<file path="src/rtl/seven_seg_if.sv">
// seven_seg_if -- display request/response bundle for seven_seg.
//   bcd       : digit code 0-15 (driven by master)
//   blank     : force all segments dark (driven by master)
//   lamp_test : force all segments lit (driven by master)
//   out       : registered segment drive {g,f,e,d,c,b,a} (driven by slave)
//   valid     : high from the first edge after reset release (driven by slave)
interface seven_seg_if;
  logic [3:0] bcd;
  logic       blank;
  logic       lamp_test;
  logic [6:0] out;
  logic       valid;

  modport master (output bcd, output blank, output lamp_test,
                  input  out, input  valid);
  modport slave  (input  bcd, input  blank, input  lamp_test,
                  output out, output valid);
endinterface

</file>
<file path="src/rtl/seven_seg.sv">
// seven_seg -- registered 7-segment decoder with blank and lamp test.
//   Parameter ACTIVE_LOW : 0 = lit segment drives 1, 1 = all outputs inverted.
//   Macro SEVEN_SEG_HEX_EN : when defined, codes 10-15 show hex glyphs
//                            A b C d E F; otherwise they show a dash.
// Ports:
//   clk   : clock, rising edge
//   rst_n : asynchronous active-low reset (out -> dark, valid -> 0)
//   bus   : seven_seg_if.slave (bcd/blank/lamp_test in, out/valid out)
// Timing: one cycle from inputs to out, no enable, no handshake.
module seven_seg #(
  parameter bit ACTIVE_LOW = 1'b0
) (
  input logic         clk,
  input logic         rst_n,
  seven_seg_if.slave  bus
);

  // XOR mask applied to every active-high code; also the dark code.
  localparam logic [6:0] POL = ACTIVE_LOW ? 7'h7F : 7'h00;

  // Active-high segment patterns, bit order {g,f,e,d,c,b,a}.
  function automatic logic [6:0] decode(input logic [3:0] d);
    logic [6:0] s;
    case (d)
      4'd0:    s = 7'h3F;
      4'd1:    s = 7'h06;
      4'd2:    s = 7'h5B;
      4'd3:    s = 7'h4F;
      4'd4:    s = 7'h66;
      4'd5:    s = 7'h6D;
      4'd6:    s = 7'h7D;
      4'd7:    s = 7'h07;
      4'd8:    s = 7'h7F;
      4'd9:    s = 7'h6F;
`ifdef SEVEN_SEG_HEX_EN
      4'd10:   s = 7'h77;
      4'd11:   s = 7'h7C;
      4'd12:   s = 7'h39;
      4'd13:   s = 7'h5E;
      4'd14:   s = 7'h79;
      4'd15:   s = 7'h71;
`endif
      // Non-decimal codes without hex support show segment g only.
      default: s = 7'h40;
    endcase
    return s;
  endfunction

  logic [6:0] seg_nxt;
  logic [6:0] out_q;
  logic       vld_q;

  // Lamp test beats blank, blank beats the digit.
  always_comb begin
    seg_nxt = decode(bus.bcd);
    if (bus.lamp_test)  seg_nxt = 7'h7F;
    else if (bus.blank) seg_nxt = 7'h00;
  end

  always_ff @(posedge clk or negedge rst_n) begin
    if (!rst_n) begin
      out_q <= POL;
      vld_q <= 1'b0;
    end else begin
      out_q <= seg_nxt ^ POL;
      vld_q <= 1'b1;
    end
  end

  assign bus.out   = out_q;
  assign bus.valid = vld_q;

endmodule

</file>
<file path="src/flat_wrapper.sv">
// flat-port wrapper written by rule: the top's interface ports become plain ports
module seven_seg_flat 
#(
  parameter bit ACTIVE_LOW = 1'b0
)
  (clk, rst_n, bus_bcd, bus_blank, bus_lamp_test, bus_out, bus_valid);
  seven_seg_if bus_i ();
  input logic clk;
  input logic rst_n;
  input wire logic [$bits(bus_i.bcd)-1:0] bus_bcd;
  input wire logic [$bits(bus_i.blank)-1:0] bus_blank;
  input wire logic [$bits(bus_i.lamp_test)-1:0] bus_lamp_test;
  output wire logic [$bits(bus_i.out)-1:0] bus_out;
  output wire logic [$bits(bus_i.valid)-1:0] bus_valid;
  assign bus_i.bcd = bus_bcd;
  assign bus_i.blank = bus_blank;
  assign bus_i.lamp_test = bus_lamp_test;
  assign bus_out = bus_i.out;
  assign bus_valid = bus_i.valid;
  seven_seg #(.ACTIVE_LOW(ACTIVE_LOW)) u_core (.clk(clk), .rst_n(rst_n), .bus(bus_i));
endmodule
</file>
<file path="config.mk">
export PLATFORM = sky130hd
export DESIGN_NAME = seven_seg_flat
export DESIGN_NICKNAME = d
export VERILOG_FILES = /design/src/rtl/seven_seg_if.sv /design/src/rtl/seven_seg.sv /design/src/flat_wrapper.sv
export SDC_FILE = /design/constraint.sdc
export NUM_CORES = 1
export LEC_CHECK = 0
export CORE_AREA = 2 2 39 41
export DETAILED_ROUTE_END_ITERATION = 6
export DIE_AREA = 0 0 41 43
export PLACE_DENSITY = 0.72
export SLEW_MARGIN = 20
export SYNTH_ARGS = -nofsm -noshare
export SYNTH_HDL_FRONTEND = slang
export SYNTH_SLANG_ARGS = --single-unit
</file>
<file path="constraint.sdc">
create_clock -name clk -period 0.8 [get_ports clk]
set_input_delay 0.24 -clock clk [delete_from_list [all_inputs] [get_ports clk]]
set_output_delay 0.24 -clock clk [all_outputs]
set_load 0.01 [all_outputs]
</file>
# == Word-level counts from Yosys, hierarchy flattened ==
# Memory sizes are Yosys's and may differ from the RTL's.
# Index checks and enable logic that the tools add are counted.
# op_classes
mux,2
# op_table
operator,count
7-bit two-way mux,2
# totals
mem_count,1
reg_bits,8
mem_bits_ro,112
input_bits,8
output_inout_bits,8
word_cells,5
# mem_list
memory,words,width,rd,rd_clocked_by_memory_dff,write_ports,line_no,rtl
(no name shown),16,7,1,0,0,seven_seg.sv:24,case (d)

# == Logic depth before layout (Yosys ltp) ==
# An unclocked memory read counts as a cell.
# logic_depth
ltp_word,3
depth_mapped,5
depth_no_buf,5

# == Worst setup path before layout ==
# No wires, ideal clock.
# synth_timing
kind,input port to flip-flop
from,in bus_bcd[0]
to,reg u_core.out_q[2] (netlist: u_core.bus.out[2])
path_stages,5
path_slack_ns,-0.251
required_time_ns,0.674
setup_ns,0.126
arrival_ns,0.924
path_cell_list,inv_1 ha_1 nor2b_2 nor3_1 a311o_1
# synth_between
elab_chain_cells,3
# synth_rtl
element,line_no,rtl
"start, declared",flat_wrapper.sv:10,input wire logic [$bits(bus_i.bcd)-1:0] bus_bcd;
memory read 16 x 7 bit,-,
7-bit two-way mux,seven_seg.sv:57,else if (bus.blank) seg_nxt = 7'h00;
7-bit two-way mux,seven_seg.sv:56,if (bus.lamp_test) seg_nxt = 7'h7F;
net u_core.seg_nxt[2],seven_seg.sv:49,logic [6:0] seg_nxt;
"end signal, assigned",seven_seg.sv:65,out_q <= seg_nxt ^ POL;
"end, declared",seven_seg.sv:50,logic [6:0] out_q;
# The timed path passes the listed nets, and every way through them passes these cells.

# == Worst setup path in the final report ==
# layout_timing
from,reg u_core.out_q[3] (netlist: u_core.bus.out[3])
to,out bus_out[3]
# layout_rtl
element,line_no,rtl
"end, declared",flat_wrapper.sv:13,output wire logic [$bits(bus_i.out)-1:0] bus_out;
# No word-level cell between the ends.

==> qor.csv <==
metric,value,unit
synth-seq-area-share,44.9,%
grt_pass1_vias,430,
drive_gt1_share,61.1,%
violations,setup timing,
initial_core_util,32.2,%
maxSlewViolCount,0,
dieArea,0.00176,mm^2
met2_length,615,um
wl_per_cell,12.4,um
cts.sinks,8,
holdWs,284,ps
final_util,60.7,%
syn_inst,44,
met1_length,353,um
yosysUniqueCellTypes,19,
max_cap_viol_count,0,
finalHoldViolCount,0,
syn_to_final_growth,88.5,%
top_layer,met4,
postRouteAntennaNets,0,
io_buffer_count,15,
min_period,979,ps
drc,0,
outcome,"finished, violations left",
power.density,1280,mW/mm^2
synthesis.nets,57,
path_buf_inv,1,
diodes,0,
fin_crit_sh,122,%
rsz0062_at_grt,true,
io_pins,16,
grt.total_usage,14.9,%
setup_ws,-179,ps
path_clk_slew,50,ps
grt_max_degree,8,
finalSetupViolations,11,
min_path_type,in2async,
antenna_found_initial,0,
crit_path_end_kind,output pin,
cp.arrival,740,ps
startpoint_type,register,
place_hpwl,737,um
leakage,0.379,nW
core-area,0.00138,mm^2
rows,14,
vias,422,
final_nets,87,
ys_seq_elements,8,
cts_buffers,3,
syn_area,445,um^2
cp_max_fo,1,
max_freq,1020,MHz
clockBufferDepth,2,
finalPower,1.08,mW
gp_congestion,0.786,
max_stage_delay,350,ps
die_h,43,um
ctsHtreeMaxLevel,1,
syn_area_per_cell,10.1,um^2
path_class,reg2out,
cts_tree,done,
crit_chain,buf_2,
die_x,41,um
first_pass_iters,4,
drt-total-wl,1090,um
crit_path_top_delay_cell,dfrtp_1,
wl_met3,83,um
grt_overflow_total,0,
holdBufCountCts,0,
crit_family,flip-flops,
fill_cells,142,
grt_pass1_wl,1720,um
via_per_inst,4.80,
synth_warnings,0,
cp.required,560,ps
root_buffer,clkbuf_4,
vdd_ir_drop_max,0.508,mV
drt_iter0_drc,8,
==> synth_stat cells, drive strengths merged <==
master | instances | area [um^2]
nor2b | 1 | 8.76
conb | 1 | 3.75
a311o | 1 | 10.0
dfrtp | 8 | 200
nand2b | 3 | 18.8
a21o | 1 | 7.51
o21ai | 1 | 5.00
a211o | 2 | 17.5
nor3 | 2 | 10.0
inv | 4 | 15.0
a31oi | 1 | 6.26
o211ai | 1 | 7.51
a21oi | 6 | 30.0
buf | 2 | 16.3
nor2 | 3 | 11.3
nor4b | 1 | 8.76
or2 | 1 | 6.26
ha | 5 | 62.6
==> stage by stage <==
step                      setup WS, ps  area (um^2)  std cells  setup TNS (ps)
after floorplan                   -116          549         44            -273
after global placement            -775          782         82           -7180
after detailed placement          -804          782         82           -7310
after CTS                         -185          865         90           -2050
after global routing              -213          840         88           -1770
final                             -179          840         88           -1500
==> where the power goes <==
group | switching (mW) | internal (mW)
Clock | 0.127 | 0.171
Sequential | 0.00633 | 0.435
Combinational | 0.158 | 0.178
Total | 0.291 | 0.784
==> metal layers <==
| metal | global-route usage, % | up-vias |
|---|---|---|
| met5 | 0 | - |
| met4 | 13.3 | 0 |
| met3 | 1.57 | 4 |
| met2 | 26.6 | 19 |
| met1 | 13.0 | 193 |
| li1 | - | 206 |
==> worst paths after layout <==
kind / end / start / cells past startpoint
worst max-delay path: bus_out[3] / u_core.bus.out[3] / 1
worst min-delay path: u_core.bus.out[3] / rst_n / 2
max in group asynchronous: u_core.bus.out[4] / rst_n / 2
min in group clk: u_core.bus.out[1] / bus_blank / 3
==> registers in the layout (all words and copies together) (netlist names) <==
name / count
u_core.bus.out: 7
u_core.bus.valid: 1
==> kinds of logic (layout without fill, tap and decap cells) <==
logic type,after synthesis,count (layout),synth area share [%]
fa+ha+maj,5,5,14.0
compound gates,13,13,18.8
flops,8,8,44.9
other cells,1,1,0.842
simple gates,11,11,14.3
buf+inv,6,34,7.02
==> cells in the final DEF, fill, tap and decap left out <==
cell | Yosys | routed
buf_2 | 1 | 8
nor3_2 | 0 | 2
buf_4 | 0 | 7
o211ai_1 | 1 | 1
o21ai_1 | 0 | 1
nand2b_1 | 3 | 1
a211o_1 | 2 | 2
nor2_1 | 3 | 3
inv_16 | 0 | 2
inv_2 | 0 | 1
a21oi_2 | 0 | 3
a21oi_1 | 6 | 3
a311o_1 | 1 | 1
inv_1 | 4 | 1
or2_1 | 1 | 1
buf_6 | 1 | 6
conb_1 | 1 | 1
nor2b_4 | 0 | 1
clkbuf_2 | 0 | 2
clkbuf_4 | 0 | 3
ha_1 | 5 | 1
dlygate4sd2_1 | 0 | 1
a31oi_1 | 1 | 1
nor4b_4 | 0 | 1
clkdlybuf4s50_1 | 0 | 1
a21o_1 | 1 | 1
buf_12 | 0 | 2
ha_4 | 0 | 4
nand2b_4 | 0 | 2
dfrtp_1 | 8 | 8
==> cell type report <==
cell class | count | area [um^2] | area share, %
flip-flops and latches | 8 | 200 | 23.8
clock buffers | 3 | 22.5 | 2.68
inverters | 4 | 47.5 | 5.66
well taps | 16 | 20.0 | 2.38
repair buffers | 27 | 229 | 27.3
multi-input cells | 30 | 320 | 38.2
==> repair_timing <==
action,CTS,global route
pin swaps,8,5
cloned,1,0
resized for setup,64,9
endpoints found under the setup margin,15,15
setup buffers,4,0
Power figures use the tool's default switching activity.
